**config.mk**
```make
export PLATFORM = sky130hd
export DESIGN_NAME = apple2_slot_bus
export DESIGN_NICKNAME = d
export VERILOG_FILES = /design/src/rtl/apple2_bus_pkg.sv /design/src/rtl/apple2_slot_decode.sv /design/src/rtl/apple2_slot_bus.sv
export SDC_FILE = /design/constraint.sdc
export NUM_CORES = 1
export LEC_CHECK = 0
export ABC_AREA = 1
export BUFFER_PORTS_ARGS = -buffer_cell sky130_fd_sc_hd__buf_2
export CAP_MARGIN = 20
export CELL_PAD_IN_SITES_DETAIL_PLACEMENT = 1
export CELL_PAD_IN_SITES_GLOBAL_PLACEMENT = 1
export CORE_MARGIN = 2
export CORE_UTILIZATION = 32
export DETAILED_ROUTE_END_ITERATION = 10
export PLACE_DENSITY = 0.78
export SLEW_MARGIN = 15
export SYNTH_ARGS = -nofsm -noshare
export SYNTH_HDL_FRONTEND = slang
export SYNTH_HIERARCHICAL = 1
export SYNTH_SLANG_ARGS = --single-unit
```
**constraint.sdc**
```tcl
create_clock -name CLK_14M -period 1.33 [get_ports CLK_14M]
set_input_delay 0.0665 -clock CLK_14M [delete_from_list [all_inputs] [get_ports CLK_14M]]
set_output_delay 0.0665 -clock CLK_14M [all_outputs]
set_load 0.1 [all_outputs]
```
**src/rtl/apple2_bus_pkg.sv**
```systemverilog
// Shared types and constants for the Apple II peripheral slot bus.
package apple2_bus_pkg;

  localparam int NUM_SLOTS = 7;

  typedef logic [2:0] slot_t;

  typedef enum logic [1:0] {
    IDLE,
    ACTIVE,
    HOLD
  } bus_state_t;

  localparam slot_t SLOT_C3 = 3'd3;

  localparam logic [15:0] ADDR_INTCXROM_OFF = 16'hC006;
  localparam logic [15:0] ADDR_INTCXROM_ON  = 16'hC007;
  localparam logic [15:0] ADDR_SLOTC3_OFF   = 16'hC00A;
  localparam logic [15:0] ADDR_SLOTC3_ON    = 16'hC00B;
  localparam logic [15:0] ADDR_C8_RELEASE   = 16'hCFFF;

endpackage

```
**src/rtl/apple2_slot_decode.sv**
```systemverilog
// Combinational address decode: per-slot strobes plus the internal-ROM flag.
module apple2_slot_decode
  import apple2_bus_pkg::*;
#(
  parameter logic [NUM_SLOTS-1:0] SLOT_MASK = 7'h7F
) (
  input  logic [15:0]          address,
  input  logic                 intcxrom,
  input  logic                 slotc3rom,
  input  logic                 intc8rom,
  output logic [NUM_SLOTS-1:0] dev_sel,
  output logic [NUM_SLOTS-1:0] io_sel,
  output logic                 io_strobe,
  output logic                 int_rom
);

  logic  dev_space, io_space, c8_space, io_internal;
  slot_t dev_slot, io_slot;

  assign dev_space   = (address[15:7] == 9'b1100_0000_1);
  assign dev_slot    = address[6:4];
  assign io_space    = (address[15:11] == 5'b11000) && (address[10:8] != 3'd0);
  assign io_slot     = address[10:8];
  assign c8_space    = (address[15:11] == 5'b11001);
  // Slot 3 firmware space can be taken over by the motherboard independently.
  assign io_internal = intcxrom | ((io_slot == SLOT_C3) & ~slotc3rom);

  for (genvar g = 0; g < NUM_SLOTS; g++) begin : g_slot
    assign dev_sel[g] = SLOT_MASK[g] & dev_space & (dev_slot == slot_t'(g + 1));
    assign io_sel[g]  = SLOT_MASK[g] & io_space & ~io_internal & (io_slot == slot_t'(g + 1));
  end

  assign io_strobe = c8_space & ~intcxrom & ~intc8rom;
  assign int_rom   = (io_space & io_internal) | (c8_space & (intcxrom | intc8rom));

endmodule

```
**src/rtl/apple2_slot_bus.sv**
```systemverilog
// Apple II slot bus: PH_2-framed bus cycles, slot strobes, C800 ownership and read mux.
module apple2_slot_bus
  import apple2_bus_pkg::*;
#(
  parameter logic [NUM_SLOTS-1:0] SLOT_MASK = 7'h7F
) (
  input  logic                   CLK_14M,
  input  logic                   RESET,
  input  logic                   PH_2,
  input  logic [15:0]            ADDRESS,
  input  logic                   RW_N,
  input  logic [8*NUM_SLOTS-1:0] CARD_DO,
  input  logic [NUM_SLOTS-1:0]   CARD_ROM_EN,
  input  logic [NUM_SLOTS-1:0]   CARD_IRQ_N,
  output logic [NUM_SLOTS-1:0]   DEVICE_SELECT_N,
  output logic [NUM_SLOTS-1:0]   IO_SELECT_N,
  output logic                   IO_STROBE_N,
  output logic [7:0]             BUS_DO,
  output logic                   BUS_DO_VALID,
  output logic                   INT_ROM_SEL,
  output logic                   IRQ_N,
  output logic [2:0]             C8_OWNER
);

  bus_state_t           state;
  logic                 ph2_d, ph2_rise, ph2_fall;
  logic [15:0]          addr_q;
  logic                 rw_q;
  logic                 intcxrom, slotc3rom, intc8rom;
  logic [NUM_SLOTS-1:0] dev_q, io_q, dev_c, io_c;
  logic                 int_q, strb_c, int_c;
  logic [7:0]           rd_data;
  logic [1:0]           irq_pipe;

  apple2_slot_decode #(.SLOT_MASK(SLOT_MASK)) u_decode (
    .address   (ADDRESS),
    .intcxrom  (intcxrom),
    .slotc3rom (slotc3rom),
    .intc8rom  (intc8rom),
    .dev_sel   (dev_c),
    .io_sel    (io_c),
    .io_strobe (strb_c),
    .int_rom   (int_c)
  );

  // Edge detector tracks PH_2 even in reset so a high PH_2 at release is not a rise.
  always_ff @(posedge CLK_14M) ph2_d <= PH_2;

  assign ph2_rise = PH_2 & ~ph2_d;
  assign ph2_fall = ~PH_2 & ph2_d;

  // Read mux uses the decode captured at cycle start and the current C800 owner.
  always_comb begin
    rd_data = 8'hFF;
    if (!int_q) begin
      if (|(dev_q | io_q)) begin
        for (int n = 0; n < NUM_SLOTS; n++)
          if (dev_q[n] | io_q[n]) rd_data = CARD_DO[8*n +: 8];
      end else if (addr_q[15:11] == 5'b11001) begin
        for (int n = 0; n < NUM_SLOTS; n++)
          if ((C8_OWNER == slot_t'(n + 1)) && CARD_ROM_EN[n] && SLOT_MASK[n])
            rd_data = CARD_DO[8*n +: 8];
      end
    end
  end

  always_ff @(posedge CLK_14M) begin
    if (RESET) begin
      state           <= IDLE;
      addr_q          <= '0;
      rw_q            <= 1'b1;
      dev_q           <= '0;
      io_q            <= '0;
      int_q           <= 1'b0;
      DEVICE_SELECT_N <= '1;
      IO_SELECT_N     <= '1;
      IO_STROBE_N     <= 1'b1;
      BUS_DO          <= 8'h00;
      BUS_DO_VALID    <= 1'b0;
      INT_ROM_SEL     <= 1'b0;
      C8_OWNER        <= '0;
      intcxrom        <= 1'b0;
      slotc3rom       <= 1'b0;
      intc8rom        <= 1'b0;
    end else begin
      BUS_DO_VALID <= 1'b0;
      case (state)
        IDLE: if (ph2_rise) begin
          addr_q          <= ADDRESS;
          rw_q            <= RW_N;
          dev_q           <= dev_c;
          io_q            <= io_c;
          int_q           <= int_c;
          DEVICE_SELECT_N <= ~dev_c;
          IO_SELECT_N     <= ~io_c;
          IO_STROBE_N     <= ~strb_c;
          state           <= ACTIVE;
        end
        ACTIVE: if (ph2_fall) begin
          DEVICE_SELECT_N <= '1;
          IO_SELECT_N     <= '1;
          IO_STROBE_N     <= 1'b1;
          state           <= HOLD;
        end
        HOLD: begin
          // A PH_2 rise seen here is dropped; the next cycle needs a fresh rise.
          state <= IDLE;
          if (!rw_q) begin
            case (addr_q)
              ADDR_INTCXROM_OFF: intcxrom  <= 1'b0;
              ADDR_INTCXROM_ON:  intcxrom  <= 1'b1;
              ADDR_SLOTC3_OFF:   slotc3rom <= 1'b0;
              ADDR_SLOTC3_ON:    slotc3rom <= 1'b1;
              default: ;
            endcase
          end
          if ((addr_q[15:8] == 8'hC3) && !slotc3rom) intc8rom <= 1'b1;
          if (|io_q) C8_OWNER <= addr_q[10:8];
          // CFFF release overrides any ownership claim in the same cycle.
          if (addr_q == ADDR_C8_RELEASE) begin
            C8_OWNER <= '0;
            intc8rom <= 1'b0;
          end
          if (rw_q) begin
            BUS_DO       <= rd_data;
            INT_ROM_SEL  <= int_q;
            BUS_DO_VALID <= 1'b1;
          end
        end
        default: state <= IDLE;
      endcase
    end
  end

  always_ff @(posedge CLK_14M) begin
    if (RESET) irq_pipe <= 2'b11;
    else       irq_pipe <= {irq_pipe[0], &(CARD_IRQ_N | ~SLOT_MASK)};
  end

  assign IRQ_N = irq_pipe[1];

endmodule

```
==> results.tsv, run 1 <==
metric	value	unit
status	finished with violations	
violated checks	negative setup slack	
DP Cell Count	980	
drt via density	5.056	
diode count	0	
grt total ovfl	0	
Die ar.	13720	µm²
Synth Flop Type	dfxtp_1	
count leader, synth	nand2_1	
Layout Area Growth over Synthesis	44.33	%
GRT Total Usage	24.09	%
crit path time final	1521	ps
Die Wd	117.1	µm
DRC violations left	0	
core area	12570	µm²
Hold WS	3.970	ps
XOR/XNOR share of the synthesized area	0	%
Worst slew margin	66.97	%
arrival time worst endpoint	1800	ps
CTS tree	built	
post-synthesis instance area	4095	µm²
first-pass GRT wire length	25.54	mm
antenna-violating nets left	0	
post-synth top area share	33.24	%
vias in the first global route	5259	
Synth Area in Compound Gates	13.72	%
Setup Viol. Count Final	18	
share of layout cells above drive strength 1	32.62	%
RSZ-0062 raised after global routing	yes	
critical path launch point type	register	
clock sink total	68	
first drt pass iteration count	4	
Leakage	2.842	nW
simple-gate share of the synthesized area	43.26	%
Max-Cap Viols	0	
Seq/Total Area, Yosys	33.24	%
critical path fanouts, max	7	
Yosys reg bits	68	
Yosys cell types	29	
crit end category	register	
worst min path class	in2reg	
final worst slack	-191.2	ps
P_sw	1.372	mW
Syn Area/Cell	6.121	µm²
initial antenna violation count	0	
fin cells	1012	
DP HPWL	12.14	mm
Max Transition Viols Final	0	
Combinational Power Share	12.3	%
port bufs	118	
slew of the pin with the lowest slew margin	498.9	ps
CP Data Required Time	1610	ps
Switching Share	25.38	%
syn_nets	759	
Final nets	925	
largest net degree at the start of global routing	36	
Clk pin slew, worst setup/hold paths	60	ps
number of synthesized flops with an enable pin	0	
die height	117.1	µm
final hold vios	0	
Clk network pwr share	48.2	%
Post-DP Area	5187	µm²
Row Count	41	
fin crit share	114.4	%
Clock Tree Root	clkbuf_16	
largest family of logic cells by synthesized area	simple AND/OR/NAND/NOR gates	
DRT iter0 DRCs	253	
top post-synthesis cells by area	dfxtp_1, nand2_1, nor2_1, a21oi_1, inv_1	
RePlAce Congestion	0.9186	
Synth area leader	dfxtp_1	
Synth Area in Adders	0	%
Clock Tree Buf Depth	2	
Worst Setup Path Type	reg2reg	
peak supply drop	623.3	µV
sequential power share	39.4	%
routed wire length	17.08	mm
# IOs	119	
Mapped Cells	669	
mux contribution to synthesized area	0	%
power per cell area	914.7	nW/µm²
Synthesis Warnings	6	
max frequency	657.4	MHz
WL/cell	16.88	µm
number of H-tree levels	3	
clk_skew	11.31	ps
Synth top cells by count	nand2_1, nor2_1, inv_1, dfxtp_1, a21oi_1	
Worst-Skew Late Latency	330	ps
CTS buffer count	9	
internal power	4.034	mW
final instance area	5911	µm²
vias after detailed routing	5117	
Initial Util	32.58	%
Synth async-reset ratio	0	%
logic make-up (layout without fill, tap and decap cells):
family / Yosys count / in the layout
AND/OR/NAND/NOR: 391 / 391
AO/OA/AOI/OAI: 110 / 110
flip-flops: 68 / 68
buffers and inverters: 100 / 271
critical path, cell delays in order (launching register included):
cell,delay (ps)
dfxtp_4,380
nand2_1,120
inv_4,70
buf_4,140
nand3b_1,90
nand3_1,90
nor2_1,140
nand3b_1,130
nand2_1,80
nand2_1,50
nand3_1,80
nand2_1,50
inv_1,50
final timing paths:
kind | endpoint | from | cells past startpoint | slack, ps
max | BUS_DO[3]$_SDFFE_PP0P_ | C8_OWNER[1]$_SDFFE_PP0P_ | 12 | -190
min | addr_q[13]$_SDFFE_PP0P_ | ADDRESS[13] | 3 | 4
max reg2reg | BUS_DO[3]$_SDFFE_PP0P_ | C8_OWNER[1]$_SDFFE_PP0P_ | 12 | -190
min reg2reg | irq_pipe[1]$_SDFF_PP1_ | irq_pipe[0]$_SDFF_PP1_ | 1 | 410
cell usage in the layout, fill, tap and decap left out, types with 3 or more instances in the layout:
cell type / Yosys / layout
nor2_1: 99 / 87
nor2_4: 4 / 8
buf_2: 2 / 115
nand2_1: 176 / 164
nand3b_1: 20 / 20
dlygate4sd3_1: 0 / 4
inv_2: 5 / 8
clkbuf_16: 0 / 9
buf_4: 0 / 43
o21ai_2: 0 / 4
dfxtp_2: 0 / 7
dfxtp_4: 0 / 5
o21ai_0: 37 / 27
or2_2: 12 / 11
nand3_4: 1 / 3
nor2_2: 5 / 13
inv_4: 0 / 3
nor4_4: 1 / 4
dfxtp_1: 68 / 56
o21ai_1: 6 / 12
nand2_2: 2 / 12
nor3_1: 6 / 5
a21oi_1: 63 / 61
buf_12: 0 / 5
buf_6: 3 / 5
inv_1: 73 / 67
nand3_1: 46 / 44
nand4_1: 9 / 9
final cells by class:
class                           instances  area, µm²
Multi-Input combinational cell        501       2540
Fill cell                            1703       6658
Clock buffer                           12      246.5
Timing Repair inverter                  1      7.507
Tap cell                              172      215.2
Inverter                               81      312.8
Clock inverter                          4      72.57
Sequential cell                        68       1389
Timing Repair Buffer                  173       1127
what timing repair did:
action,in CTS,in global routing
endpoints found under the hold margin,6,0
gates resized for setup,35,54
pin swaps,12,21
hold buffers,4,0
endpoints found under the setup margin,35,34
setup buffers,2,8
gates cloned,2,0
power by group through the flow:
stage          sequential, mW  clock, mW  combinational, mW
2_1_floorplan            2.20          0              0.227
3_3_place_gp             2.16          0              0.543
3_5_place_dp             2.16          0              0.562
4_1_cts                  2.12       2.62              0.612
5_1_grt                  2.14       2.74              0.717
6_report                 2.13       2.61              0.666
per-layer routing:
layer  part of all wire, %  up-vias  global-route usage (%)
li1                      -     2485                       -
met1                    43     2439                   29.15
met2                    50      155                   43.47
met3                   4.6       38                   3.450
met4                   2.4        0                   8.627
met5                     0        -                       0
metrics by stage:
stage	TNS, ps	util, %	power [mW]	worst slack (ps)
after CTS	-1347	45.36	5.359	-190.4
after detailed placement	-2139	41.27	2.726	-235.4
after global routing	-3622	47.03	5.591	-313.8
final	-1546	47.03	5.406	-191.2
after floorplan	-1673	-	2.426	-216.7
after global placement	-1121	41.27	2.703	-148.7
flip-flops by register name (all words and copies together), names as in the netlist, 2 cells and up:
signal	flops
DEVICE_SELECT_N	7
io_q	7
IO_SELECT_N	7
BUS_DO	8
irq_pipe	2
C8_OWNER	3
addr_q	16
state	2
dev_q	7
(Power assumes the default switching activity.)
==> run 2, diff against run 1 <==
--- a/config.mk
+++ b/config.mk
@@ -14,6 +14,7 @@
 export CORE_UTILIZATION = 32
 export DETAILED_ROUTE_END_ITERATION = 10
 export PLACE_DENSITY = 0.78
+export SKIP_LAST_GASP = 1
 export SLEW_MARGIN = 15
 export SYNTH_ARGS = -nofsm -noshare
 export SYNTH_HDL_FRONTEND = slang
==> results.tsv, run 2 (synthesized netlist as in run 1, its figures left out) <==
metric	value	unit
status	finished with violations	
violated checks	negative setup slack	
fin crit share	114.4	%
drt via density	5.062	
Combinational Power Share	12.3	%
RSZ-0062 raised after global routing	yes	
max FFs per register	16	
number of H-tree levels	3	
Worst Setup Path Type	reg2reg	
initial antenna violation count	0	
Setup Viol. Count Final	18	
Place WS	-235.4	ps
critical path launch point type	register	
Core Util, Final	46.99	%
slew of the pin with the lowest slew margin	499.0	ps
Biggest register	addr_q	
HP Start	ADDRESS[13]	
FF-to-FF Start	C8_OWNER[1]$_SDFFE_PP0P_	
max frequency	657.0	MHz
Die ar.	13720	µm²
peak supply drop	622.5	µV
RePlAce Congestion	0.9186	
clock sink total	68	
Initial Util	32.58	%
grt total ovfl	0	
Switching Share	25.36	%
Die Wd	117.1	µm
DRC violations left	0	
Max Transition Viols Final	0	
critical path fanouts, max	7	
crit end category	register	
Leakage	2.840	nW
sequential power share	39.4	%
WL/cell	16.88	µm
Worst-Skew Late Latency	330	ps
Max-Cap Viols	0	
Row Count	41	
antenna-violating nets left	0	
Worst slew margin	66.96	%
largest net degree at the start of global routing	36	
worst min path class	in2reg	
CTS tree	built	
arrival time worst endpoint	1800	ps
DRT iter0 DRCs	238	
first drt pass iteration count	4	
Layout Area Growth over Synthesis	44.21	%
Clock Tree Root	clkbuf_16	
vias in the first global route	5258	
DP HPWL	12.14	mm
GRT Total Usage	24.09	%
Clk network pwr share	48.2	%
final worst slack	-192.2	ps
CP Data Required Time	1610	ps
vias after detailed routing	5123	
commonest non-fill, non-tap cells in the layout	nand2_1, buf_2, nor2_1, inv_1, a21oi_1	
CTS buffer count	9	
port bufs	118	
crit path time final	1522	ps
diode count	0	
P_sw	1.371	mW
commonest non-fill, non-tap cell in the layout	nand2_1	
Final nets	925	
Clk pin slew, worst setup/hold paths	60	ps
Top Registers	addr_q: 16 flops, BUS_DO: 8 flops	
final hold vios	0	
die height	117.1	µm
Clock Tree Buf Depth	2	
share of layout cells above drive strength 1	32.38	%
internal power	4.034	mW
clk_skew	11.37	ps
first-pass GRT wire length	25.54	mm
power per cell area	915.3	nW/µm²
CP startpoint	C8_OWNER[1]$_SDFFE_PP0P_	
total power	5.405	mW
# IOs	119	
core area	12570	µm²
routed wire length	17.08	mm
-- run 2: what timing repair did --
action | 4_1_cts | 5_1_grt
gates cloned | 2 | 0
setup endpoints to repair | 35 | 34
pin swaps | 12 | 21
resized for setup | 35 | 52
endpoints found under the hold margin | 6 | 0
setup buffers | 2 | 8
hold buffers | 4 | 0
-- run 2: metrics by stage --
step                area, µm²  hold WS (ps)  cells  TNS (ps)
floorplan                4113         94.22    669     -1673
finish                   5906         4.033   1012     -1524
global placement         5187         250.5    980     -1121
global route             5906         28.57   1012     -3638
CTS                      5700         4.353   1004     -1347
detailed placement       5187         261.1    980     -2139
-- run 2: final cells by class --
type / count / area, µm²
clock buffer: 12 / 246.5
clock inverter: 4 / 72.57
fill: 1704 / 6663
inverter: 81 / 312.8
multi-input combinational: 501 / 2535
sequential: 68 / 1389
tap: 172 / 215.2
timing repair buffer: 173 / 1127
timing repair inverter: 1 / 7.507
-- run 2: layer usage --
layer  up-vias  wire (µm)  share of wire, %  global-route usage (%)
met2       156       8578                50                   43.47
met1      2442       7341                43                   29.15
met3        40        746               4.4                   3.450
met5         -          0                 0                       0
met4         0        414               2.4                   8.627
li1       2485          -                 -                       -
-- run 2: power by group through the flow --
| stage | logic (mW) | clock network (mW) | registers [mW] |
|---|---|---|---|
| after global routing | 0.717 | 2.74 | 2.14 |
| final | 0.666 | 2.61 | 2.13 |
| after CTS | 0.612 | 2.62 | 2.12 |
| after global placement | 0.543 | 0 | 2.16 |
| after detailed placement | 0.562 | 0 | 2.16 |
| after floorplan | 0.227 | 0 | 2.20 |
-- run 2: critical path, stage by stage, from the launching register on --
cell and delay (ps):
dfxtp_4 380, nand2_1 120, inv_4 70, buf_4 140, nand3b_1 90, nand3_1 90, nor2_1 140, nand3b_1 130
nand2_1 80, nand2_1 50, nand3_1 80, nand2_1 50, inv_1 50
-- run 2: path summary, 6_finish.rpt --
kind | to | slack [ps] | cells after the start
hold / removal | addr_q[13]$_SDFFE_PP0P_ | 4 | 3
setup reg to reg | BUS_DO[3]$_SDFFE_PP0P_ | -190 | 12
hold reg to reg | irq_pipe[1]$_SDFF_PP1_ | 410 | 1
setup / recovery | BUS_DO[3]$_SDFFE_PP0P_ | -190 | 12
